File: src/rtl/ring_decoder.sv
// ring_decoder
//   Receive-side checker/decoder for a one-hot ring-counter stream. It
//   converts each sampled word to a binary index. After LOCK_CNT
//   consecutive correct rotate-left advances it locks onto the sequence.
//   It flags illegal codes, sequence breaks and wrap-arounds, and keeps a
//   saturating error count.
//
// Ports
//   clk         clock, rising edge
//   rst         asynchronous active-high reset
//   en          sample strobe; ring_in is evaluated only when en=1
//   ring_in     ring word under test (WIDTH bits)
//   clr_err     synchronous clear of err_cnt; wins over an increment
//   idx         binary position of the set bit in the last legal sample
//   idx_vld     pulse: idx was updated from a legal sample
//   onehot_err  pulse: the sample was not exactly one-hot (all-zero included)
//   seq_err     pulse: a legal sample broke the sequence while locked
//   wrap        pulse: locked advance from bit WIDTH-1 to bit 0
//   locked      level: state machine is in LOCKED
//   err_cnt     saturating count of onehot_err / seq_err events
//
// Build option
//   RING_DEC_STALL_EN: a legal sample equal to the previous legal sample is a
//   stall. It pulses idx_vld and changes nothing else. Without the macro,
//   a repeated word is an ordinary mismatch.

module ring_decoder #(
  parameter int WIDTH    = 8,
  parameter int IDXW     = 3,
  parameter int ERRW     = 8,
  parameter int LOCK_CNT = 2
) (
  input  logic             clk,
  input  logic             rst,
  input  logic             en,
  input  logic [WIDTH-1:0] ring_in,
  input  logic             clr_err,
  output logic [IDXW-1:0]  idx,
  output logic             idx_vld,
  output logic             onehot_err,
  output logic             seq_err,
  output logic             wrap,
  output logic             locked,
  output logic [ERRW-1:0]  err_cnt
);

  localparam int GW = $clog2(LOCK_CNT + 1);

  typedef enum logic {
    S_SEARCH = 1'b0,
    S_LOCKED = 1'b1
  } state_t;

  state_t           r_state, w_state_next;
  logic [GW-1:0]    r_good_cnt, w_good_next;
  logic [WIDTH-1:0] r_prev, w_prev_next;
  logic             r_prev_vld, w_prev_vld_next;
  logic [IDXW-1:0]  r_idx, w_idx_next;
  logic             r_idx_vld, w_idx_vld_next;
  logic             r_onehot_err, w_onehot_next;
  logic             r_seq_err, w_seq_next;
  logic             r_wrap, w_wrap_next;
  logic [ERRW-1:0]  r_err_cnt;

  logic             w_legal;
  logic [IDXW-1:0]  w_idx;
  logic [WIDTH-1:0] w_expected;
  logic             w_match;
  logic             w_stall;
  logic [GW-1:0]    w_good_inc;

  // Exactly one bit set: non-zero, and clearing the lowest set bit leaves zero.
  assign w_legal = (ring_in != '0) &&
                   ((ring_in & (ring_in - {{(WIDTH-1){1'b0}}, 1'b1})) == '0);

  // OR of the bit positions; exact whenever the word is one-hot.
  always_comb begin
    w_idx = '0;
    for (int i = 0; i < WIDTH; i++) begin
      if (ring_in[i]) w_idx = w_idx | IDXW'(i);
    end
  end

  assign w_expected = {r_prev[WIDTH-2:0], r_prev[WIDTH-1]};
  assign w_match    = r_prev_vld && (ring_in == w_expected);
  assign w_good_inc = r_good_cnt + GW'(1);

`ifdef RING_DEC_STALL_EN
  assign w_stall = r_prev_vld && (ring_in == r_prev);
`else
  assign w_stall = 1'b0;
`endif

  // Next-state and registered-output logic.
  always_comb begin
    w_state_next    = r_state;
    w_good_next     = r_good_cnt;
    w_prev_next     = r_prev;
    w_prev_vld_next = r_prev_vld;
    w_idx_next      = r_idx;
    w_idx_vld_next  = 1'b0;
    w_onehot_next   = 1'b0;
    w_seq_next      = 1'b0;
    w_wrap_next     = 1'b0;

    if (en) begin
      if (!w_legal) begin
        w_onehot_next   = 1'b1;
        w_prev_vld_next = 1'b0;
        w_good_next     = '0;
        w_state_next    = S_SEARCH;
      end else begin
        w_idx_next      = w_idx;
        w_idx_vld_next  = 1'b1;
        w_prev_next     = ring_in;
        w_prev_vld_next = 1'b1;
        if (!w_stall) begin
          if (r_state == S_SEARCH) begin
            if (w_match) begin
              if (w_good_inc == GW'(LOCK_CNT)) begin
                w_state_next = S_LOCKED;
                w_good_next  = '0;
              end else begin
                w_good_next = w_good_inc;
              end
            end else begin
              // Mismatch or first sample after invalidation: just re-seed.
              w_good_next = '0;
            end
          end else begin
            if (w_match) begin
              w_wrap_next = r_prev[WIDTH-1];
            end else begin
              w_seq_next   = 1'b1;
              w_state_next = S_SEARCH;
              w_good_next  = '0;
            end
          end
        end
      end
    end
  end

  always_ff @(posedge clk or posedge rst) begin
    if (rst) begin
      r_state      <= S_SEARCH;
      r_good_cnt   <= '0;
      r_prev       <= '0;
      r_prev_vld   <= 1'b0;
      r_idx        <= '0;
      r_idx_vld    <= 1'b0;
      r_onehot_err <= 1'b0;
      r_seq_err    <= 1'b0;
      r_wrap       <= 1'b0;
    end else begin
      r_state      <= w_state_next;
      r_good_cnt   <= w_good_next;
      r_prev       <= w_prev_next;
      r_prev_vld   <= w_prev_vld_next;
      r_idx        <= w_idx_next;
      r_idx_vld    <= w_idx_vld_next;
      r_onehot_err <= w_onehot_next;
      r_seq_err    <= w_seq_next;
      r_wrap       <= w_wrap_next;
    end
  end

  // Counts on the same edge the error pulse is registered, so err_cnt and
  // the pulse become visible together.
  always_ff @(posedge clk or posedge rst) begin
    if (rst) begin
      r_err_cnt <= '0;
    end else if (clr_err) begin
      r_err_cnt <= '0;
    end else if ((w_onehot_next || w_seq_next) && (r_err_cnt != '1)) begin
      r_err_cnt <= r_err_cnt + ERRW'(1);
    end
  end

  assign idx        = r_idx;
  assign idx_vld    = r_idx_vld;
  assign onehot_err = r_onehot_err;
  assign seq_err    = r_seq_err;
  assign wrap       = r_wrap;
  assign locked     = (r_state == S_LOCKED);
  assign err_cnt    = r_err_cnt;

endmodule
File: config.mk
export PLATFORM = sky130hd
export DESIGN_NAME = ring_decoder
export DESIGN_NICKNAME = d
export VERILOG_FILES = /design/src/rtl/ring_decoder.sv
export SDC_FILE = /design/constraint.sdc
export NUM_CORES = 1
export LEC_CHECK = 0
export CAP_MARGIN = 20
export CORE_MARGIN = 1
export CORE_UTILIZATION = 29
export CTS_CLUSTER_SIZE = 14
export DETAILED_ROUTE_END_ITERATION = 12
export GPL_TIMING_DRIVEN = 0
export HOLD_SLACK_MARGIN = 0.06
export PLACE_DENSITY = 0.56
export RECOVER_POWER = 100
export SETUP_SLACK_MARGIN = 0.15
export SLEW_MARGIN = 20
export SYNTH_ARGS = -nofsm -noshare
export SYNTH_HDL_FRONTEND = slang
export SYNTH_SLANG_ARGS = --single-unit
File: constraint.sdc
create_clock -name clk -period 1.8 [get_ports clk]
set_input_delay 0.27 -clock clk [delete_from_list [all_inputs] [get_ports clk]]
set_output_delay 0.27 -clock clk [all_outputs]
set_load 0.05 [all_outputs]
==> reports/results.md, run 1 <==
### Outcome
* result of the run: finished with violations
* violated checks: setup timing

### Die
* die extent in y: 72.3 um
* initial core utilization: 0.302
* core region area: 4750 um^2
* die span in x: 72.3 um
* I/O pin total: 28
* number of cell rows: 25
* DIE AREA: 5230 um^2

### Finish
* commonest non-fill, non-tap cells in the layout: dfrtp_1 (25), dlygate4sd2_1 (16), buf_4 (8)
* number of cells in the finished layout apart from fillers: 242
* area growth from synthesis to layout: 41.4%
* proportion of layout cells with a drive suffix above 1: 0.337
* Nets: 189
* most common library cell in the layout ignoring fill and taps: dfrtp_1
* count of inserted antenna diode cells: 0

### Pwr
* power density relative to cell area: 724 nW/um^2
* static power due to leakage: 0.897 nW
* maximum vdd ir drop: 0.330 mV

### Worst setup path
* critical register-to-register path startpoint: r_prev[1]$_DFFE_PP0P_
* worst setup slack for register-to-register paths: -20 ps
* highest net fanout along the worst path: 10
* FF-to-FF path depth: 7
* capture instance of the worst register-to-register path: err_cnt[7]$_DFFE_PP0P_
* launching element type of the critical path: flop
* data required time at the worst endpoint: 1980 ps
* endpoint type of the worst setup path: flop
* WS Path Type: flop to flop
* data arrival time of the critical path: 1990 ps

### STA
* count of pins over their slew limit: 0
* Final Setup Violations: 3
* shortest period the worst path allows: 1820 ps
* hold slack final: 234 ps
* post-route clock skew: 2.49 ps
* worst slew pin tran: 1070 ps
* crit share post-route: 1.01
* summed negative setup slack over all endpoints: -37.8 ps
* Max Clock Freq: 0.550 GHz
* Final Hold Viols: 0
* final worst slack: -17.2 ps
* setup repair after global routing missed its margin: yes
* headroom to the max-slew limit: 0.287

### Clocking
* number of buffers on the longest clock path: 2
* clk sink count: 27
* clock root buffer: clkbuf_8
* TritonCTS clock tree: done
* clock insertion delay at the later pin of the skew report: 280 ps
* Hold-fix buffers, CTS: 0
* CTS H-tree depth: 1
* CTS clk-pin slew, worst paths: 100 ps
* clock buffer count from CTS: 3

### GRT
* initial antenna violation count: 0
* pin count of the biggest net entering global routing: 28
* global-route wire length before repair: 5.88 mm
* vias in the first global route: 1203
* sum of overflow across all layers after global routing: 0
* total track usage: 0.146

### Yosys
* mean post-synth cell area: 10.6 um^2
* Synth Cell Area: 1430 um^2
* Synthesis Warnings: 0
* post-synthesis sequential element count: 27
* fraction of the yosys area taken by sequential cells: 0.471
* post-synthesis instance total: 135
* Cell variety after synth: 36
* Post-Synthesis Net Count: 148

### Detailed routing
* total routed wirelength: 3.45 mm
* DR DRC count: 0
* initial DRC count: 41
* remaining antenna violation count after routing: 0
* routed vias: 1179
* first drt pass iteration count: 4
* vias per inst: 4.87
* wire length per cell: 14.3 um

### Hold path
* min-delay src: ring_in[1]
* Endpoint, Worst Hold: r_prev[1]$_DFFE_PP0P_
* Hold WC Path Type: input port to flop
* number of cells on the worst hold path: 2

### Flow run
* MaxCap Viol Count: 0

### Placement
* cell total after placement: 227
* last weighted congestion value of the routability-driven placer: 0.763
* Post-DP HPWL: 2.18 mm
* number of buffers inserted by port buffering: 25

-- area by class of cell --
| cell class | instances | area (um^2) |
|---|---|---|
| Fill cell | 492 | 2730 |
| Multi-Input combinational cell | 92 | 806 |
| Sequential cell | 27 | 678 |
| Timing Repair Buffer | 36 | 308 |
| Tap cell | 67 | 83.8 |
| Buffer | 8 | 77.6 |
| Clock buffer | 4 | 45.0 |
| Inverter | 8 | 30.0 |
-- logic make-up (layout without fill, tap and decap cells) --
kind of cell,count (synthesis),count (layout),synth area share
AND/OR/NAND/NOR,42,42,0.173
buffers and inverters,16,56,0.0550
multiplexers,13,13,0.102
AO/OA/AOI/OAI,26,26,0.128
adder cells (fa/ha/maj),2,2,0.0157
XOR/XNOR,9,9,0.0550
flip-flops,27,27,0.471
-- metrics by stage --
step | area, um^2 | util | power (mW) | worst slack (ps)
3_5_place_dp | 1850 | 0.389 | 1.09 | -771
4_1_cts | 2000 | 0.420 | 1.45 | -20.9
5_1_grt | 2030 | 0.427 | 1.54 | -107
3_3_place_gp | 1850 | 0.389 | 1.08 | -764
2_1_floorplan | 1510 | - | 0.968 | -20.8
6_report | 2030 | 0.427 | 1.47 | -17.2
-- routing by layer --
metal / vias up / global-route usage / routed length (um)
li1: 562 / - / -
met2: 24 / 0.247 / 1700
met4: 0 / 0.0523 / 47
met5: - / 0 / 0
met1: 588 / 0.188 / 1620
met3: 5 / 0.0250 / 85
-- sequential cells by signal (all words and copies together) (netlist names) --
signal,count
err_cnt,8
r_prev,8
idx,3
r_good_cnt,2
idx_vld,1
locked,1
onehot_err,1
r_prev_vld,1
seq_err,1
wrap,1
-- power breakdown --
| part | leakage (nW) | switching (mW) | internal [mW] |
|---|---|---|---|
| registers | 0.357 | 0.0476 | 0.673 |
| clock network | 0.0228 | 0.204 | 0.159 |
| logic | 0.517 | 0.217 | 0.167 |
-- synth_stat cells --
master / number / area share
dfrtp_1: 27 / 0.47
mux2_2: 13 / 0.10
inv_1: 8 / 0.021
o21ai_0: 8 / 0.028
a21oi_1: 7 / 0.024
nor2_1: 7 / 0.018
xnor2_1: 7 / 0.043
nand2_1: 6 / 0.016
nand3_1: 6 / 0.021
nor4_1: 6 / 0.026
nor2b_1: 4 / 0.017
clkbuf_1: 3 / 0.0079
nand4_1: 3 / 0.013
buf_2: 2 / 0.0070
buf_6: 2 / 0.016
nand4b_1: 2 / 0.012
o31ai_1: 2 / 0.010
or3_2: 2 / 0.010
or4_1: 2 / 0.010
xor2_1: 2 / 0.012
a31oi_1: 1 / 0.0044
a41o_1: 1 / 0.0070
and2_1: 1 / 0.0044
and3_2: 1 / 0.0052
clkbuf_2: 1 / 0.0035
ha_1: 1 / 0.0087
maj3_1: 1 / 0.0070
nor3_1: 1 / 0.0035
nor4_4: 1 / 0.015
o2111ai_1: 1 / 0.0061
o211a_1: 1 / 0.0070
o211ai_2: 1 / 0.0087
o211ai_4: 1 / 0.015
o21ai_1: 1 / 0.0035
o221a_1: 1 / 0.0079
o221ai_1: 1 / 0.0061
-- worst max-delay path by stage --
stage / startpoint / endpoint / slack [ps] / cells after the start
2_1_floorplan: ring_in[7] / err_cnt[5]$_DFFE_PP0P_ / -20 / 8
3_3_place_gp: ring_in[2] / r_prev[4]$_DFFE_PP0P_ / -760 / 6
3_5_place_dp: ring_in[2] / r_prev[2]$_DFFE_PP0P_ / -770 / 6
4_1_cts: r_prev[3]$_DFFE_PP0P_ / err_cnt[7]$_DFFE_PP0P_ / -20 / 7
5_1_grt: r_prev[0]$_DFFE_PP0P_ / err_cnt[5]$_DFFE_PP0P_ / -110 / 7
6_report: r_prev[1]$_DFFE_PP0P_ / err_cnt[7]$_DFFE_PP0P_ / -20 / 7
-- worst max-delay path: stages (launching register included) --
cell     delay [ps]
dfrtp_1         410
xnor2_1         140
nand3_1         160
nor4_4          290
o221a_1         250
buf_6           140
nor4_2           50
mux2_2          270
-- timing repair --
item,CTS,global route
setup buffers,10,1
endpoints found under the setup margin,43,24
hold endpoints to repair,0,0
cloned,1,0
pin swaps,8,7
gates resized for setup,47,25
Power figures use the tool's default switching activity.
==> run 2, diff against run 1 <==
CELL_PAD_IN_SITES_DETAIL_PLACEMENT = 0   (was not set)
CELL_PAD_IN_SITES_GLOBAL_PLACEMENT = 1   (was not set)
DONT_BUFFER_PORTS = 1   (was not set)
PLACE_DENSITY = 0.57   (was 0.56)
==> reports/results.md, run 2 (synthesized netlist as in run 1, its figures left out) <==
### Die
* core region area: 4750 um^2, unchanged
* die extent in y: 72.3 um, unchanged
* number of cell rows: 25, unchanged
* initial core utilization: 0.302, unchanged
* DIE AREA: 5230 um^2, unchanged
* I/O pin total: 28, unchanged
* die span in x: 72.3 um, unchanged

### Detailed routing
* initial DRC count: 31, -24%
* routed vias: 1109, -5.9%
* wire length per cell: 15.7 um, +9.8%
* remaining antenna violation count after routing: 0, unchanged
* total routed wirelength: 3.49 mm, +1.2%
* first drt pass iteration count: 4, unchanged
* vias per inst: 4.97, +2.1%
* DR DRC count: 0, unchanged

### STA
* post-route clock skew: 4.76 ps, +2.27 ps
* count of pins over their slew limit: 0, unchanged
* Final Hold Viols: 0, unchanged
* headroom to the max-slew limit: 0.562, +0.276
* Max Clock Freq: 0.536 GHz, -2.7%
* setup repair after global routing missed its margin: yes
* Final Setup Violations: 5, +2
* worst slew pin tran: 656 ps, -413 ps
* final worst slack: -66.7 ps, -49.5 ps
* crit share post-route: 1.04, +0.0275
* hold slack final: 140 ps, -93.8 ps
* shortest period the worst path allows: 1870 ps, +49.5 ps

### GRT
* global-route wire length before repair: 5.38 mm, -8.4%
* sum of overflow across all layers after global routing: 0, unchanged
* pin count of the biggest net entering global routing: 17, -39%
* total track usage: 0.134, -0.0123
* vias in the first global route: 1119, -7.0%
* initial antenna violation count: 0, unchanged

### Clocking
* CTS clk-pin slew, worst paths: 100 ps, about the same
* clk sink count: 27, unchanged
* CTS H-tree depth: 1, unchanged
* clock insertion delay at the later pin of the skew report: 270 ps, about the same
* clock buffer count from CTS: 3, unchanged
* TritonCTS clock tree: done
* clock root buffer: clkbuf_8
* number of buffers on the longest clock path: 2, unchanged

### Pwr
* power density relative to cell area: 734 nW/um^2, +1.4%
* maximum vdd ir drop: 0.343 mV, +4.0%
* static power due to leakage: 0.749 nW, -17%

### Placement
* worst setup timing slack at the placement stage: -201 ps, +570 ps
* last weighted congestion value of the routability-driven placer: 0.749, -1.8%
* Post-DP HPWL: 2.34 mm, +7.4%
* cell total after placement: 203, -11%
* number of buffers inserted by port buffering: 0, -100%
* placed standard-cell area: 1610 um^2, -13%

### Worst setup path
* data arrival time of the critical path: 2070 ps, +80 ps
* critical register-to-register path startpoint: r_prev[6]$_DFFE_PP0P_
* capture instance of the worst register-to-register path: err_cnt[0]$_DFFE_PP0P_
* data required time at the worst endpoint: 2000 ps, +20 ps
* start point of the critical path: r_prev[6]$_DFFE_PP0P_
* worst setup slack for register-to-register paths: -70 ps, -50 ps
* launching element type of the critical path: flop
* endpoint type of the worst setup path: flop
* WS Path Type: flop to flop
* FF-to-FF path depth: 8, +1
* highest net fanout along the worst path: 7, -3

### Hold path
* Hold WC Path Type: input port to flop
* Endpoint, Worst Hold: r_prev[4]$_DFFE_PP0P_
* number of cells on the worst hold path: 1, -1
* min-delay src: ring_in[4]

### Finish
* area growth from synthesis to layout: 33.0%
* number of cells in the finished layout apart from fillers: 223, -7.9%
* final standard cell area without fillers: 1910 um^2, -6.0%
* count of inserted antenna diode cells: 0, unchanged
* proportion of layout cells with a drive suffix above 1: 0.468, +0.131
* commonest non-fill, non-tap cells in the layout: dfrtp_1 (19), buf_4 (14), mux2_2 (11)
* Nets: 170, -10%
* Filler Cells Inserted: 488, -0.81%
* most common library cell in the layout ignoring fill and taps: dfrtp_1

### Flow run
* MaxCap Viol Count: 0, unchanged

### Outcome
* violated checks: setup timing
* result of the run: finished with violations

## run 2: worst max-delay path: stages (launching register included)
cell     delay (ps)
dfrtp_1         400
xnor2_1         130
nand4_1         150
nor4_4           60
o221a_1         220
buf_6           140
buf_4           130
or3_2           430
a21oi_2         120
## run 2: area by class of cell
class	instances	area [um^2]	area share
Timing Repair Buffer	17	139	0.0728
Multi-Input combinational cell	92	845	0.443
Sequential cell	27	688	0.361
Buffer	8	76.3	0.0400
Tap cell	67	83.8	0.0440
Clock buffer	4	45.0	0.0236
Inverter	8	30.0	0.0157
## run 2: timing repair
item / CTS / global route
gates resized for setup: 9 / 22
buffers inserted: 5 / 9
pin swaps: 9 / 12
hold endpoints to repair: 15 / 0
hold buffers: 1 / 0
cloned: 0 / 1
endpoints found under the setup margin: 11 / 17
## run 2: power by group
part / leakage, nW / internal (mW) / switching, mW
Combinational: 0.379 / 0.129 / 0.103
Sequential: 0.347 / 0.671 / 0.142
Clock: 0.0228 / 0.159 / 0.196
Total: 0.749 / 0.959 / 0.441
## run 2: through the flow
stage          power (mW)   util  setup TNS [ps]
2_1_floorplan       0.968      -           -74.7
3_3_place_gp         1.00  0.336           -1440
3_5_place_dp         1.01  0.339           -1760
4_1_cts              1.39  0.366            -492
6_report             1.40  0.401            -234
5_1_grt              1.47  0.401            -934
## run 2: layer usage
| metal | GRT usage | part of all wire |
|---|---|---|
| met5 | 0 | 0 |
| met2 | 0.232 | 0.52 |
| met4 | 0.0327 | 0.0043 |
| met1 | 0.167 | 0.43 |
| met3 | 0.0333 | 0.049 |
## run 2: worst max-delay path by stage
stage	endpoint	slack (ps)	depth (start not counted)
4_1_cts	err_cnt[5]$_DFFE_PP0P_	-100	7
3_3_place_gp	err_cnt[5]$_DFFE_PP0P_	-160	8
6_report	err_cnt[0]$_DFFE_PP0P_	-70	8
3_5_place_dp	err_cnt[2]$_DFFE_PP0P_	-200	7
5_1_grt	err_cnt[3]$_DFFE_PP0P_	-160	8
2_1_floorplan	err_cnt[5]$_DFFE_PP0P_	-20	8
